--- src/rtl/descriptor_arbiter_if.sv ---
// Descriptor arbiter bus interface.
// Bundles the four producer-side request/descriptor lanes, the downstream
// queue write port and the debug/statistic outputs of descriptor_arbiter.
//   master : producers and queue (drive requests/descriptors/full, see acks/writes)
//   slave  : the arbiter itself
// Optional statistic signals exist only when DESCRIPTOR_ARB_STATISTIC_EN is defined.
interface descriptor_arbiter_if;
    localparam int unsigned NUM_PORTS = 4;
    localparam int unsigned DESC_W    = 57;
    localparam int unsigned PORT_W    = 2;
    localparam int unsigned CNT_W     = 16;

    logic [NUM_PORTS-1:0] iv_descriptor_wr;
    logic [DESC_W-1:0]    iv_descriptor_p0;
    logic [DESC_W-1:0]    iv_descriptor_p1;
    logic [DESC_W-1:0]    iv_descriptor_p2;
    logic [DESC_W-1:0]    iv_descriptor_p3;
    logic [NUM_PORTS-1:0] iv_inverse_map_lookup_flag;
    logic [NUM_PORTS-1:0] ov_descriptor_ack;
    logic                 i_queue_full;
    logic                 o_descriptor_wr;
    logic [DESC_W-1:0]    ov_descriptor;
    logic [PORT_W-1:0]    ov_src_port;
    logic                 o_inverse_map_lookup_flag;
    logic                 ov_arb_state;
`ifdef DESCRIPTOR_ARB_STATISTIC_EN
    logic [CNT_W-1:0]     ov_grant_cnt_p0;
    logic [CNT_W-1:0]     ov_grant_cnt_p1;
    logic [CNT_W-1:0]     ov_grant_cnt_p2;
    logic [CNT_W-1:0]     ov_grant_cnt_p3;
    logic                 o_queue_full_stall;

    modport master (
        output iv_descriptor_wr, iv_descriptor_p0, iv_descriptor_p1,
               iv_descriptor_p2, iv_descriptor_p3, iv_inverse_map_lookup_flag,
               i_queue_full,
        input  ov_descriptor_ack, o_descriptor_wr, ov_descriptor, ov_src_port,
               o_inverse_map_lookup_flag, ov_arb_state,
               ov_grant_cnt_p0, ov_grant_cnt_p1, ov_grant_cnt_p2, ov_grant_cnt_p3,
               o_queue_full_stall
    );
    modport slave (
        input  iv_descriptor_wr, iv_descriptor_p0, iv_descriptor_p1,
               iv_descriptor_p2, iv_descriptor_p3, iv_inverse_map_lookup_flag,
               i_queue_full,
        output ov_descriptor_ack, o_descriptor_wr, ov_descriptor, ov_src_port,
               o_inverse_map_lookup_flag, ov_arb_state,
               ov_grant_cnt_p0, ov_grant_cnt_p1, ov_grant_cnt_p2, ov_grant_cnt_p3,
               o_queue_full_stall
    );
`else
    modport master (
        output iv_descriptor_wr, iv_descriptor_p0, iv_descriptor_p1,
               iv_descriptor_p2, iv_descriptor_p3, iv_inverse_map_lookup_flag,
               i_queue_full,
        input  ov_descriptor_ack, o_descriptor_wr, ov_descriptor, ov_src_port,
               o_inverse_map_lookup_flag, ov_arb_state
    );
    modport slave (
        input  iv_descriptor_wr, iv_descriptor_p0, iv_descriptor_p1,
               iv_descriptor_p2, iv_descriptor_p3, iv_inverse_map_lookup_flag,
               i_queue_full,
        output ov_descriptor_ack, o_descriptor_wr, ov_descriptor, ov_src_port,
               o_inverse_map_lookup_flag, ov_arb_state
    );
`endif
endinterface

--- src/rtl/descriptor_arbiter.sv ---
// descriptor_arbiter: shares one descriptor queue write port among four
// frame-parser channels. Grants one requesting channel per two cycles
// (ARB_IDLE grants, ARB_HOLD lets the winner drop its request), forwarding
// the descriptor, its source-port tag and inverse-map flag with a one-cycle
// write strobe and a one-cycle ack to the winner.
// Ports:
//   clk_sys  system clock, rising edge
//   reset    synchronous active-high reset
//   arb_if   descriptor_arbiter_if.slave (requests, descriptors, flags,
//            queue full, acks, queue write, debug state)
// Parameter ARB_MODE: 0 = round-robin, 1 = fixed priority (port 0 highest).
// Optional macro DESCRIPTOR_ARB_STATISTIC_EN adds per-port 16-bit grant
// counters and a queue-full stall pulse.
module descriptor_arbiter #(
    parameter int unsigned ARB_MODE = 0
) (
    input  logic              clk_sys,
    input  logic              reset,
    descriptor_arbiter_if.slave arb_if
);
    localparam int unsigned NUM_PORTS = 4;
    localparam int unsigned DESC_W    = 57;
    localparam int unsigned PORT_W    = 2;

    typedef enum logic {
        ARB_IDLE = 1'b0,
        ARB_HOLD = 1'b1
    } arb_state_t;

    arb_state_t           state_q, state_d;
    logic [PORT_W-1:0]    last_grant_q, last_grant_d;
    logic [NUM_PORTS-1:0] ack_q, ack_d;
    logic                 wr_q, wr_d;
    logic [DESC_W-1:0]    desc_q, desc_d;
    logic [PORT_W-1:0]    src_q, src_d;
    logic                 flag_q, flag_d;

    logic [PORT_W-1:0]    winner_c;
    logic [DESC_W-1:0]    winner_desc_c;
    logic                 req_any_c;

    assign req_any_c = |arb_if.iv_descriptor_wr;

    // Winner select; loops run from last to first search position so the
    // first requesting position in search order is the final assignment.
    always_comb begin
        winner_c = '0;
        if (ARB_MODE == 1) begin
            for (int i = NUM_PORTS - 1; i >= 0; i--) begin
                if (arb_if.iv_descriptor_wr[i]) winner_c = PORT_W'(i);
            end
        end else begin
            for (int i = NUM_PORTS; i >= 1; i--) begin
                if (arb_if.iv_descriptor_wr[last_grant_q + PORT_W'(i)])
                    winner_c = last_grant_q + PORT_W'(i);
            end
        end
    end

    always_comb begin
        case (winner_c)
            2'd0:    winner_desc_c = arb_if.iv_descriptor_p0;
            2'd1:    winner_desc_c = arb_if.iv_descriptor_p1;
            2'd2:    winner_desc_c = arb_if.iv_descriptor_p2;
            default: winner_desc_c = arb_if.iv_descriptor_p3;
        endcase
    end

    // Next-state and registered-output logic.
    always_comb begin
        state_d      = state_q;
        last_grant_d = last_grant_q;
        ack_d        = '0;
        wr_d         = 1'b0;
        desc_d       = desc_q;
        src_d        = src_q;
        flag_d       = flag_q;
        case (state_q)
            ARB_IDLE: begin
                if (req_any_c && !arb_if.i_queue_full) begin
                    desc_d           = winner_desc_c;
                    src_d            = winner_c;
                    flag_d           = arb_if.iv_inverse_map_lookup_flag[winner_c];
                    wr_d             = 1'b1;
                    ack_d[winner_c]  = 1'b1;
                    last_grant_d     = winner_c;
                    state_d          = ARB_HOLD;
                end
            end
            // Requester still shows its request this cycle; never regrant it.
            ARB_HOLD: state_d = ARB_IDLE;
            default:  state_d = ARB_IDLE;
        endcase
    end

    always_ff @(posedge clk_sys) begin
        if (reset) begin
            state_q      <= ARB_IDLE;
            last_grant_q <= 2'd3;
            ack_q        <= '0;
            wr_q         <= 1'b0;
            desc_q       <= '0;
            src_q        <= '0;
            flag_q       <= 1'b0;
        end else begin
            state_q      <= state_d;
            last_grant_q <= last_grant_d;
            ack_q        <= ack_d;
            wr_q         <= wr_d;
            desc_q       <= desc_d;
            src_q        <= src_d;
            flag_q       <= flag_d;
        end
    end

    assign arb_if.ov_descriptor_ack         = ack_q;
    assign arb_if.o_descriptor_wr           = wr_q;
    assign arb_if.ov_descriptor             = desc_q;
    assign arb_if.ov_src_port               = src_q;
    assign arb_if.o_inverse_map_lookup_flag = flag_q;
    assign arb_if.ov_arb_state              = state_q;

`ifdef DESCRIPTOR_ARB_STATISTIC_EN
    localparam int unsigned CNT_W = 16;

    logic [CNT_W-1:0] grant_cnt_q [NUM_PORTS];
    logic             stall_q, stall_d;

    // Pending request held off only by a full queue.
    assign stall_d = (state_q == ARB_IDLE) && req_any_c && arb_if.i_queue_full;

    // Counters count acks as they are issued; natural 16-bit wrap.
    always_ff @(posedge clk_sys) begin
        if (reset) begin
            for (int n = 0; n < NUM_PORTS; n++) grant_cnt_q[n] <= '0;
            stall_q <= 1'b0;
        end else begin
            for (int n = 0; n < NUM_PORTS; n++)
                grant_cnt_q[n] <= grant_cnt_q[n] + CNT_W'(ack_d[n]);
            stall_q <= stall_d;
        end
    end

    assign arb_if.ov_grant_cnt_p0    = grant_cnt_q[0];
    assign arb_if.ov_grant_cnt_p1    = grant_cnt_q[1];
    assign arb_if.ov_grant_cnt_p2    = grant_cnt_q[2];
    assign arb_if.ov_grant_cnt_p3    = grant_cnt_q[3];
    assign arb_if.o_queue_full_stall = stall_q;
`endif
endmodule

--- src/flat_wrapper.sv ---
// flat-port wrapper written by rule: the top's interface ports become plain ports
module descriptor_arbiter_flat 
#(
    parameter int unsigned ARB_MODE = 0
)
  (clk_sys, reset, arb_if_iv_descriptor_wr, arb_if_iv_descriptor_p0, arb_if_iv_descriptor_p1, arb_if_iv_descriptor_p2, arb_if_iv_descriptor_p3, arb_if_iv_inverse_map_lookup_flag, arb_if_i_queue_full, arb_if_ov_descriptor_ack, arb_if_o_descriptor_wr, arb_if_ov_descriptor, arb_if_ov_src_port, arb_if_o_inverse_map_lookup_flag, arb_if_ov_arb_state);
  descriptor_arbiter_if arb_if_i ();
  input  logic clk_sys;
  input  logic reset;
  input wire logic [$bits(arb_if_i.iv_descriptor_wr)-1:0] arb_if_iv_descriptor_wr;
  input wire logic [$bits(arb_if_i.iv_descriptor_p0)-1:0] arb_if_iv_descriptor_p0;
  input wire logic [$bits(arb_if_i.iv_descriptor_p1)-1:0] arb_if_iv_descriptor_p1;
  input wire logic [$bits(arb_if_i.iv_descriptor_p2)-1:0] arb_if_iv_descriptor_p2;
  input wire logic [$bits(arb_if_i.iv_descriptor_p3)-1:0] arb_if_iv_descriptor_p3;
  input wire logic [$bits(arb_if_i.iv_inverse_map_lookup_flag)-1:0] arb_if_iv_inverse_map_lookup_flag;
  input wire logic [$bits(arb_if_i.i_queue_full)-1:0] arb_if_i_queue_full;
  output wire logic [$bits(arb_if_i.ov_descriptor_ack)-1:0] arb_if_ov_descriptor_ack;
  output wire logic [$bits(arb_if_i.o_descriptor_wr)-1:0] arb_if_o_descriptor_wr;
  output wire logic [$bits(arb_if_i.ov_descriptor)-1:0] arb_if_ov_descriptor;
  output wire logic [$bits(arb_if_i.ov_src_port)-1:0] arb_if_ov_src_port;
  output wire logic [$bits(arb_if_i.o_inverse_map_lookup_flag)-1:0] arb_if_o_inverse_map_lookup_flag;
  output wire logic [$bits(arb_if_i.ov_arb_state)-1:0] arb_if_ov_arb_state;
  assign arb_if_i.iv_descriptor_wr = arb_if_iv_descriptor_wr;
  assign arb_if_i.iv_descriptor_p0 = arb_if_iv_descriptor_p0;
  assign arb_if_i.iv_descriptor_p1 = arb_if_iv_descriptor_p1;
  assign arb_if_i.iv_descriptor_p2 = arb_if_iv_descriptor_p2;
  assign arb_if_i.iv_descriptor_p3 = arb_if_iv_descriptor_p3;
  assign arb_if_i.iv_inverse_map_lookup_flag = arb_if_iv_inverse_map_lookup_flag;
  assign arb_if_i.i_queue_full = arb_if_i_queue_full;
  assign arb_if_ov_descriptor_ack = arb_if_i.ov_descriptor_ack;
  assign arb_if_o_descriptor_wr = arb_if_i.o_descriptor_wr;
  assign arb_if_ov_descriptor = arb_if_i.ov_descriptor;
  assign arb_if_ov_src_port = arb_if_i.ov_src_port;
  assign arb_if_o_inverse_map_lookup_flag = arb_if_i.o_inverse_map_lookup_flag;
  assign arb_if_ov_arb_state = arb_if_i.ov_arb_state;
  descriptor_arbiter #(.ARB_MODE(ARB_MODE)) u_core (.clk_sys(clk_sys), .reset(reset), .arb_if(arb_if_i));
endmodule
--- config.mk ---
export PLATFORM = sky130hd
export DESIGN_NAME = descriptor_arbiter_flat
export DESIGN_NICKNAME = d
export VERILOG_FILES = /design/src/rtl/descriptor_arbiter_if.sv /design/src/rtl/descriptor_arbiter.sv /design/src/flat_wrapper.sv
export SDC_FILE = /design/constraint.sdc
export NUM_CORES = 1
export LEC_CHECK = 0
export BUFFER_PORTS_ARGS = -buffer_cell sky130_fd_sc_hd__buf_4
export CORE_AREA = 2 2 118 120
export DETAILED_ROUTE_END_ITERATION = 10
export DIE_AREA = 0 0 120 122
export GPL_TIMING_DRIVEN = 0
export PLACE_DENSITY = 0.6
export SLEW_MARGIN = 20
export SYNTH_ARGS = -nofsm -noshare
export SYNTH_HDL_FRONTEND = slang
export SYNTH_SLANG_ARGS = --single-unit
--- constraint.sdc ---
create_clock -name clk_sys -period 1.9 [get_ports clk_sys]
set_input_delay 0.285 -clock clk_sys [delete_from_list [all_inputs] [get_ports clk_sys]]
set_output_delay 0.285 -clock clk_sys [all_outputs]
set_load 0.01 [all_outputs]
After elaboration in Yosys (flattened, before gate mapping)
Index checks and enable logic that the tools add are counted.

storage, ports and cells
  output and inout bits = 66
  bits of input ports = 239
  register bits = 68

operators by class
  order comparisons = 6
  eq/ne operators = 2
  bitwise logic cells = 2
  add/sub/neg operators = 3
  reductions and logical operators = 8
  mux-type cells = 19

operator list
  operator               count
  $pmux W57 S3           1
  $lt A2 B3 Y1 const B   5
  $bmux W1 S2            5
  $mux W2                4
  $mux W1                7
  $add A2 B2 Y2 const B  2
  $reduce_or A4 Y1       1
  $reduce_or A3 Y1       1
  $add A2 B1 Y2 const B  1
  $demux W1 S2           1
  $eq A2 B1 Y1 const B   1
  $eq A2 B2 Y1 const B   1
  $ge A2 B1 Y1 const B   1
  $logic_and A1 B1 Y1    2
  $logic_not A2 Y1       1
  $not A1 Y1             2
  $pmux W1 S2            1
  $reduce_and A2 Y1      1
  $reduce_or A2 Y1       1
  $logic_not A1 Y1       1

Logic depth before layout (Yosys ltp)
Gate-level depths: netlist of run 1.

  depth after elaboration = 10
  mapped depth = 6

Worst setup path after synthesis of run 1
No wires, ideal clock.

  path type = reg2reg
  start = reg, netlist name u_core.arb_if.o_descriptor_wr
  end = reg u_core.flag_q (netlist: u_core.arb_if.o_inverse_map_lookup_flag)
  arrival = 1642 ps
  setup slack = 180 ps
  library setup time = 79 ps
  clock period less this slack = 1720 ps
  buffers on the path = 2
  data required time = 1821 ps
  stages on the path, launching flop included = 7
  path through = dfxtp_1 -> nor2_1 -> and3b_4 -> or4b_1 -> buf_4 -> buf_6 -> o221ai_2

RTL lines
  element                 line                       source
  end signal: assignment  descriptor_arbiter.sv:112  flag_q <= flag_d;
  end: declaration        descriptor_arbiter.sv:36   logic flag_q, flag_d;

Worst setup path in the final report of run 1
  start = reg u_core.last_grant_q[1]
  end = reg u_core.desc_q[25] (netlist: u_core.arb_if.ov_descriptor[25])

on the way
  word-level cells in the longest chain between the ends = 8
  elaborated cells between the ends (all ways) = 19
  those cells by class = 3 x add/sub; 2 x eq/ne; 13 x mux; 1 x reduce/logical

RTL lines
  element                                                   line                                                source
  start: declaration                                        descriptor_arbiter.sv:31                            logic [PORT_W-1:0] last_grant_q, last_grant_d;
  start signal: assignment                                  descriptor_arbiter.sv:107                           last_grant_q <= last_grant_d;
  $add A2 B2 Y2 or $bmux W1 S2 (tied branches)              descriptor_arbiter.sv:54, descriptor_arbiter.sv:55
  $bmux W1 S2 or $mux W1 (tied branches)                    descriptor_arbiter.sv:54                            if (arb_if.iv_descriptor_wr[last_grant_q + PORT_W'(i)])
  $mux W1 (not written as such) or $mux W2 (tied branches)  descriptor_arbiter.sv:54
  $mux W2 (2 in series)                                     descriptor_arbiter.sv:54
  $mux W2 (*)                                               descriptor_arbiter.sv:54
  $eq A2 B2 Y1 (tied with other cells)                      descriptor_arbiter.sv:61                            case (winner_c)
  $pmux W57 S3 (*)                                          descriptor_arbiter.sv:61
  end signal: assignment                                    descriptor_arbiter.sv:110                           desc_q <= desc_d;
  end: declaration                                          descriptor_arbiter.sv:34                            logic [DESC_W-1:0] desc_q, desc_d;

Every way passes the cells marked *; elsewhere a longest branch is shown, timed or not. The select of a mux whose other input is x is not followed.
A chain may end at the register's enable or synchronous reset.

==> results of run 1 <==
## sequential cells by signal, indices dropped and copies added, names as in the netlist
name and count:
u_core.arb_if.ov_descriptor_ack 4, u_core.arb_if.ov_descriptor 57, u_core.arb_if.o_descriptor_wr 1, u_core.arb_if.o_inverse_map_lookup_flag 1, u_core.arb_if.ov_src_port 2, u_core.last_grant_q 2
## cell usage after synthesis
| library cell | n |
|---|---|
| nor2_1 | 7 |
| nor4_1 | 1 |
| buf_6 | 6 |
| and2_1 | 1 |
| o21a_1 | 1 |
| o21bai_1 | 1 |
| o221ai_2 | 58 |
| a21boi_1 | 1 |
| a2111oi_1 | 1 |
| a211oi_2 | 1 |
| clkbuf_1 | 5 |
| or4_4 | 1 |
| and3b_4 | 1 |
| or4b_1 | 1 |
| a21oi_1 | 3 |
| a21oi_2 | 1 |
| nand2_1 | 62 |
| dfxtp_1 | 67 |
| nor2b_1 | 1 |
| o31ai_1 | 1 |
| mux2i_1 | 116 |
| nor3_1 | 2 |
| nand2b_1 | 4 |
| buf_4 | 3 |
| nor3b_1 | 1 |
| buf_2 | 19 |
## timing repair
| action | 4_1_cts | 5_1_grt |
|---|---|---|
| pin swaps | 0 | 0 |
| setup buffers | 0 | 0 |
| gates resized for setup | 15 | 13 |
| hold buffers | 0 | 0 |
| endpoints found under the setup margin | 60 | 58 |
| cloned | 0 | 0 |
## cells in the final DEF, fill, tap and decap left out, drive strengths merged
master,Yosys,final
buf,28,332
bufinv,0,1
nor3b,1,1
a21oi,4,4
nor4,1,1
nand2,62,62
o21bai,1,1
clkinv,0,1
nor2b,1,1
dfxtp,67,67
or4b,1,1
a211oi,1,1
a21boi,1,1
nor3,2,2
a2111oi,1,1
and3b,1,1
or4,1,1
mux2i,116,116
o31ai,1,1
clkbuf,5,17
o21a,1,1
and2,1,1
nor2,7,7
nand2b,4,4
o221ai,58,58
## through the flow
| step | std cells | worst slack (ns) | cell area (um^2) |
|---|---|---|---|
| 2_1_floorplan | 366 | 0.180 | 4010 |
| 3_3_place_gp | 850 | -0.293 | 6520 |
| 3_5_place_dp | 850 | -0.352 | 6520 |
| 4_1_cts | 865 | 0.00985 | 6860 |
| 5_1_grt | 864 | -0.00425 | 6900 |
| 6_report | 864 | 0.0878 | 6900 |
## worst max-delay path: cells and delay by family (launching register included)
family | cells | cell delay [ns]
buf+inv | 2 | 0.48
flops | 1 | 0.34
compound gates | 3 | 0.57
mux | 1 | 0.28
## metal layers
layer / part of all wire (%) / track usage [%]
met1: 38 / 20.2
met2: 52 / 34.9
met3: 8.6 / 5.66
met4: 2.0 / 6.69
met5: 0 / 0
## cell families after synthesis
kind of cell    count (synthesis)  synth area share, %
mux                           116                 29.0
buf+inv                        33                 5.09
simple gates                   82                 8.84
flops                          67                 33.5
compound gates                 68                 23.6
## worst min path at each step
stage                                                      start                                           end  slack (ns)  depth (start not counted)
floorplan                                                  reset     u_core.arb_if.ov_src_port[1]$_SDFFE_PP0P_        0.35                          1
global placement    u_core.arb_if.ov_descriptor[21]$_SDFFE_PP0P_  u_core.arb_if.ov_descriptor[21]$_SDFFE_PP0P_        0.45                          2
detailed placement  u_core.arb_if.ov_descriptor[42]$_SDFFE_PP0P_  u_core.arb_if.ov_descriptor[42]$_SDFFE_PP0P_        0.45                          2
CTS                                                        reset     u_core.arb_if.ov_src_port[1]$_SDFFE_PP0P_        0.16                          2
global route                                               reset     u_core.arb_if.ov_src_port[1]$_SDFFE_PP0P_        0.17                          2
finish                                                     reset     u_core.arb_if.ov_src_port[1]$_SDFFE_PP0P_        0.17                          2
## power groups by stage
stage / sequential, mW / combinational [mW] / clock [mW]
2_1_floorplan: 1.73 / 0.752 / 0
3_3_place_gp: 1.66 / 1.59 / 0
3_5_place_dp: 1.67 / 1.61 / 0
4_1_cts: 1.64 / 1.63 / 1.71
5_1_grt: 1.66 / 1.76 / 1.79
6_report: 1.64 / 1.63 / 1.67
## area by class of cell
cell class	count	area share [%]
sequential	67	19.4
clock buffer	13	3.77
multi-input combinational	266	36.5
tap	180	3.26
clock inverter	2	0.508
timing repair buffer	304	33.1
buffer	32	3.43
==> results.py, run 1 <==
metrics = {
    "worst_setup_path": {
        "r2r.worst_path.cells": 6,
        "r2r-end": "u_core.arb_if.ov_descriptor[25]$_SDFFE_PP0P_",
        "crit_chain": "o21a_1, a211oi_4, buf_6, buf_4, mux2i_1, o221ai_2",
        "setup.worst_path.class": "reg2reg",
        "cp_data_required_time_ns": 2.10,
        "crit_path_max_fanout": 10,
        "ff_to_ff_setup_slack_ns": 0.09,
        "critPathSlowestCell": "dfxtp_1",
        "endpoint_kind": "flip-flop",
        "timing_endpoint_of_the_critical_path": "u_core.arb_if.ov_descriptor[25]$_SDFFE_PP0P_",
        "timing.critical_path.from": "u_core.last_grant_q[1]$_SDFFE_PP1P_",
        "worstPathArrival_ns": 2.01,
        "worst_r2r_startpoint": "u_core.last_grant_q[1]$_SDFFE_PP1P_",
        "crit_path_start_kind": "flip-flop",
        "worst_path_largest_cell_delay_ns": 0.34,
    },
    "die": {
        "die_w_um": 120,
        "pin_count": 305,
        "fp.coreArea_mm2": 0.0135,
        "overall_die_area_mm2": 0.0146,
        "die-height_um": 122,
        "starting_utilization_of_the_core_area_pct": 29.7,
        "row_count": 43,
    },
    "cts": {
        "worst_skew_pair.late_latency_ns": 0.32,
        "htreeDepth": 3,
        "cts_sinks": 67,
        "cts-buffers-inserted": 9,
        "cts.root.buffer_cell": "clkbuf_16",
        "tritoncts_clock_tree": "built",
        "clk_pin_slew_worst_setup_hold_paths_ns": 0.05,
        "cts_buffer_depth": 2,
    },
    "grt": {
        "wire_length_of_the_first_global_routing_pass_mm": 21.6,
        "track_usage_pct": 18.8,
        "grt_pass1_vias": 4347,
        "antenna_found_initial": 0,
        "globalRouteOverflowTotal": 0,
        "grt_max_degree": 11,
    },
    "power": {
        "power_density_mw_per_mm2": 715,
        "cellLeakagePower_nw": 3.18,
        "pwr-share-comb_pct": 33.0,
        "power.sequential.fraction_pct": 33.2,
        "switching_share_pct": 28.1,
        "clock_power_share_pct": 33.8,
        "total_switching_power_mw": 1.39,
        "p_int_mw": 3.55,
        "post-layout-total-power_mw": 4.93,
        "vdd_ir_drop_max_uv": 308,
    },
    "drt": {
        "route.detailed.vias_per_inst": 4.74,
        "post_drt_wl_per_cell_um": 16.4,
        "drc_errors": 0,
        "first_pass_iters": 4,
        "detailroute.via_count": 4093,
        "dr.first_iter.drc_count": 87,
        "drt_wl_total_mm": 14.1,
        "drt.antenna.violating_nets": 0,
    },
    "logic_synthesis": {
        "yosysWarnings": 0,
        "synth-seq-cells": 67,
        "synthCells": 366,
        "synth-seq-area-share_pct": 33.5,
        "synthDistinctLibCells": 26,
        "avgSynthCellArea_um2": 10.9,
        "synth_area_mm2": 0.00401,
        "main_area_contributors_after_synthesis": "dfxtp_1 (33%), mux2i_1 (29%), o221ai_2 (22%)",
        "netlist.area_leader.share_pct": 33.5,
        "net_count_after_synthesis": 605,
        "yosys.area.top_type": "dfxtp_1",
    },
    "final_layout": {
        "fill_cells": 1267,
        "number_of_diodes_added_for_antenna_fixing": 0,
        "multiInputGateArea_mm2": 0.00252,
        "final_net_count": 919,
        "regArea_mm2": 0.00134,
        "area.growth.synth_to_final_pct": 72.2,
        "share_of_layout_cells_above_drive_strength_1_pct": 61.1,
        "utilization_pct": 51.1,
    },
    "timing": {
        "setup_viol": 0,
        "tightest_slew_ns": 0.559,
        "skew_ns": 0.00505,
        "hold_ws_ns": 0.174,
        "final_hold_violation_count": 0,
        "grt_setup_unrepaired": "yes",
        "final_layout_setup_total_negative_slack_ns": 0,
        "pins_over_slew_limit": 0,
        "timing.fmax_mhz": 552,
        "slew_headroom_pct": 62.4,
        "layout_worst_path_cycle_share_pct": 95.4,
        "period_needed_ns": 1.81,
    },
    "placement": {
        "buffer_ports.inserted": 304,
        "hpwlAfterDp_mm": 11.5,
        "routabilityCongestion": 0.752,
    },
    "min_path": {
        "hold_path_class": "in2reg",
    },
    "run_status": {
        "run_status": "completed",
    },
    "flow_run": {
        "drv_cap": 0,
    },
}
(Power assumes the default switching activity.)
==> run 2, diff against run 1 <==
Settings changed: REMOVE_ABC_BUFFERS from default to 1.
==> run 2 against run 1 <==
  * Utilization is 4.3 points higher
  * Final area is 8.5% higher
  * Non-clock buffer count is 9 higher
  * Register-to-register slack worse by 0.03 ns
  * Combinational power is 21% higher
  * Clock power is 13% lower
  * Critical path type unchanged
  * Critical endpoint is now u_core.arb_if.ov_descriptor[34]$_SDFFE_PP0P_
==> results.py, run 2 (same netlist as run 1, synthesis figures left out) <==
metrics = {
    "drt": {
        "detailroute.via_count": 4183,
        "post_drt_wl_per_cell_um": 16.9,
        "route.detailed.vias_per_inst": 4.80,
        "dr.first_iter.drc_count": 126,
        "drt_wl_total_mm": 14.7,
        "drt.antenna.violating_nets": 0,
        "first_pass_iters": 4,
        "drc_errors": 0,
    },
    "worst_setup_path": {
        "crit_path_start_kind": "flip-flop",
        "ff_to_ff_setup_slack_ns": 0.06,
        "r2r.worst_path.cells": 7,
        "worst_r2r_startpoint": "u_core.last_grant_q[1]$_SDFFE_PP1P_",
        "endpoint_kind": "flip-flop",
        "cp_data_required_time_ns": 2.10,
        "r2r-end": "u_core.arb_if.ov_descriptor[34]$_SDFFE_PP0P_",
        "setup.worst_path.class": "reg2reg",
        "worstPathArrival_ns": 2.04,
        "crit_path_max_fanout": 13,
    },
    "grt": {
        "antenna_found_initial": 0,
        "wire_length_of_the_first_global_routing_pass_mm": 21.1,
        "track_usage_pct": 18.3,
        "globalRouteOverflowTotal": 0,
        "grt_pass1_vias": 4154,
        "grt_max_degree": 35,
    },
    "die": {
        "row_count": 43,
        "overall_die_area_mm2": 0.0146,
        "pin_count": 305,
        "die-height_um": 122,
        "starting_utilization_of_the_core_area_pct": 29.7,
        "die_w_um": 120,
        "fp.coreArea_mm2": 0.0135,
    },
    "cts": {
        "cts_sinks": 67,
        "tritoncts_clock_tree": "built",
        "cts.root.buffer_cell": "clkbuf_16",
        "cts_buffer_depth": 2,
        "cts-buffers-inserted": 9,
        "worst_skew_pair.late_latency_ns": 0.33,
        "clk_pin_slew_worst_setup_hold_paths_ns": 0.05,
        "htreeDepth": 3,
    },
    "timing": {
        "skew_ns": 0.00497,
        "period_needed_ns": 1.84,
        "pins_over_slew_limit": 0,
        "timing.fmax_mhz": 542,
        "hold_ws_ns": 0.175,
        "setup_viol": 0,
        "slew_headroom_pct": 49.7,
        "tightest_slew_ns": 0.749,
        "final_hold_violation_count": 0,
        "grt_setup_unrepaired": "yes",
        "layout_worst_path_cycle_share_pct": 97.1,
        "final_critical_path_setup_slack_ns": 0.0556,
        "final_layout_setup_total_negative_slack_ns": 0,
    },
    "final_layout": {
        "number_of_diodes_added_for_antenna_fixing": 0,
        "mostFrequentLayoutCell": "buf_4",
        "regArea_mm2": 0.00134,
        "commonest_cells_after_routing_fill_and_taps_aside": "buf_4 (322), mux2i_1 (84), dfxtp_1 (67), nand2_1 (62), o221ai_2 (58)",
        "fill_cells": 1173,
        "multiInputGateArea_mm2": 0.00279,
        "final_net_count": 929,
        "max_reg_flops": 57,
        "area.growth.synth_to_final_pct": 86.9,
        "final_cells": 872,
        "share_of_layout_cells_above_drive_strength_1_pct": 65.9,
    },
    "min_path": {
        "min_from": "reset",
        "hold_depth": 2,
        "hold_path_class": "in2reg",
        "min_to": "u_core.arb_if.ov_src_port[1]$_SDFFE_PP0P_",
    },
    "power": {
        "total_switching_power_mw": 1.46,
        "switching_share_pct": 28.7,
        "power.sequential.fraction_pct": 32.3,
        "clock_power_share_pct": 28.9,
        "pwr-share-comb_pct": 38.8,
        "post-layout-total-power_mw": 5.07,
        "cellLeakagePower_nw": 3.32,
        "vdd_ir_drop_max_uv": 281,
        "power_density_mw_per_mm2": 678,
        "p_int_mw": 3.62,
    },
    "placement": {
        "detailedPlace.worstSlack_ns": -0.718,
        "buffer_ports.inserted": 304,
        "place.detailed.instances": 836,
        "routabilityCongestion": 0.755,
        "hpwlAfterDp_mm": 10.8,
    },
    "flow_run": {
        "drv_cap": 0,
    },
    "run_status": {
        "run_status": "completed",
    },
}
run 2: final cells by class:
type | instances | share of cell area (%)
Clock buffer | 13 | 3.34
Tap cell | 180 | 3.01
Sequential cell | 67 | 17.9
Multi-Input combinational cell | 267 | 37.2
Timing Repair Buffer | 345 | 38.5
run 2: worst max path at each step:
stage / startpoint / endpoint / slack, ns / depth (start not counted)
CTS: u_core.last_grant_q[0]$_SDFFE_PP1P_ / u_core.arb_if.ov_descriptor[11]$_SDFFE_PP0P_ / -0.03 / 7
global route: u_core.last_grant_q[0]$_SDFFE_PP1P_ / u_core.arb_if.ov_descriptor[34]$_SDFFE_PP0P_ / -0.01 / 7
detailed placement: arb_if_iv_descriptor_wr[1] / u_core.arb_if.ov_descriptor[11]$_SDFFE_PP0P_ / -0.72 / 9
global placement: arb_if_iv_descriptor_wr[1] / u_core.arb_if.ov_descriptor[50]$_SDFFE_PP0P_ / -8.72 / 5
floorplan: u_core.last_grant_q[0]$_SDFFE_PP1P_ / u_core.arb_if.o_inverse_map_lookup_flag$_SDFFE_PP0P_ / -6.37 / 4
finish: u_core.last_grant_q[1]$_SDFFE_PP1P_ / u_core.arb_if.ov_descriptor[34]$_SDFFE_PP0P_ / 0.06 / 7
run 2: stage by stage:
step	utilization (%)	cell area [um^2]
after floorplan	-	3800
after global placement	46.7	6310
after detailed placement	49.1	6630
after CTS	52.6	7100
after global routing	55.5	7490
final	55.5	7490
run 2: worst max-delay path: stages, from the launching register on:
cell	delay, ns
dfxtp_1	0.36
nor3b_1	0.45
a211oi_4	0.09
buf_6	0.17
buf_12	0.15
clkbuf_16	0.17
mux2i_1	0.21
o221ai_2	0.12
run 2: power by group through the flow:
stage          logic (mW)  clock network, mW  registers [mW]
6_report             1.97               1.46            1.64
3_3_place_gp         1.74                  0            1.66
5_1_grt              2.09               1.57            1.66
3_5_place_dp         1.65                  0            1.67
2_1_floorplan       0.888                  0            1.73
4_1_cts              1.77               1.51            1.64
run 2: what timing repair did:
item | CTS | global route
endpoints found under the setup margin | 61 | 49
pin swaps | 2 | 1
gates cloned | 1 | 4
buffers inserted | 8 | 12
gates resized for setup | 38 | 37
hold endpoints to repair | 0 | 0
hold buffers | 0 | 0
run 2: routing by layer:
layer  wire, um  vias to the layer above  GRT usage [%]  share of wire, %
li1           -                     2047              -                 -
met5          0                        -              0                 0
met4        281                        0           6.84               1.9
met2       7810                      169           33.4                53
met3       1060                       19           4.59               7.2
met1       5540                     1948           20.4                38
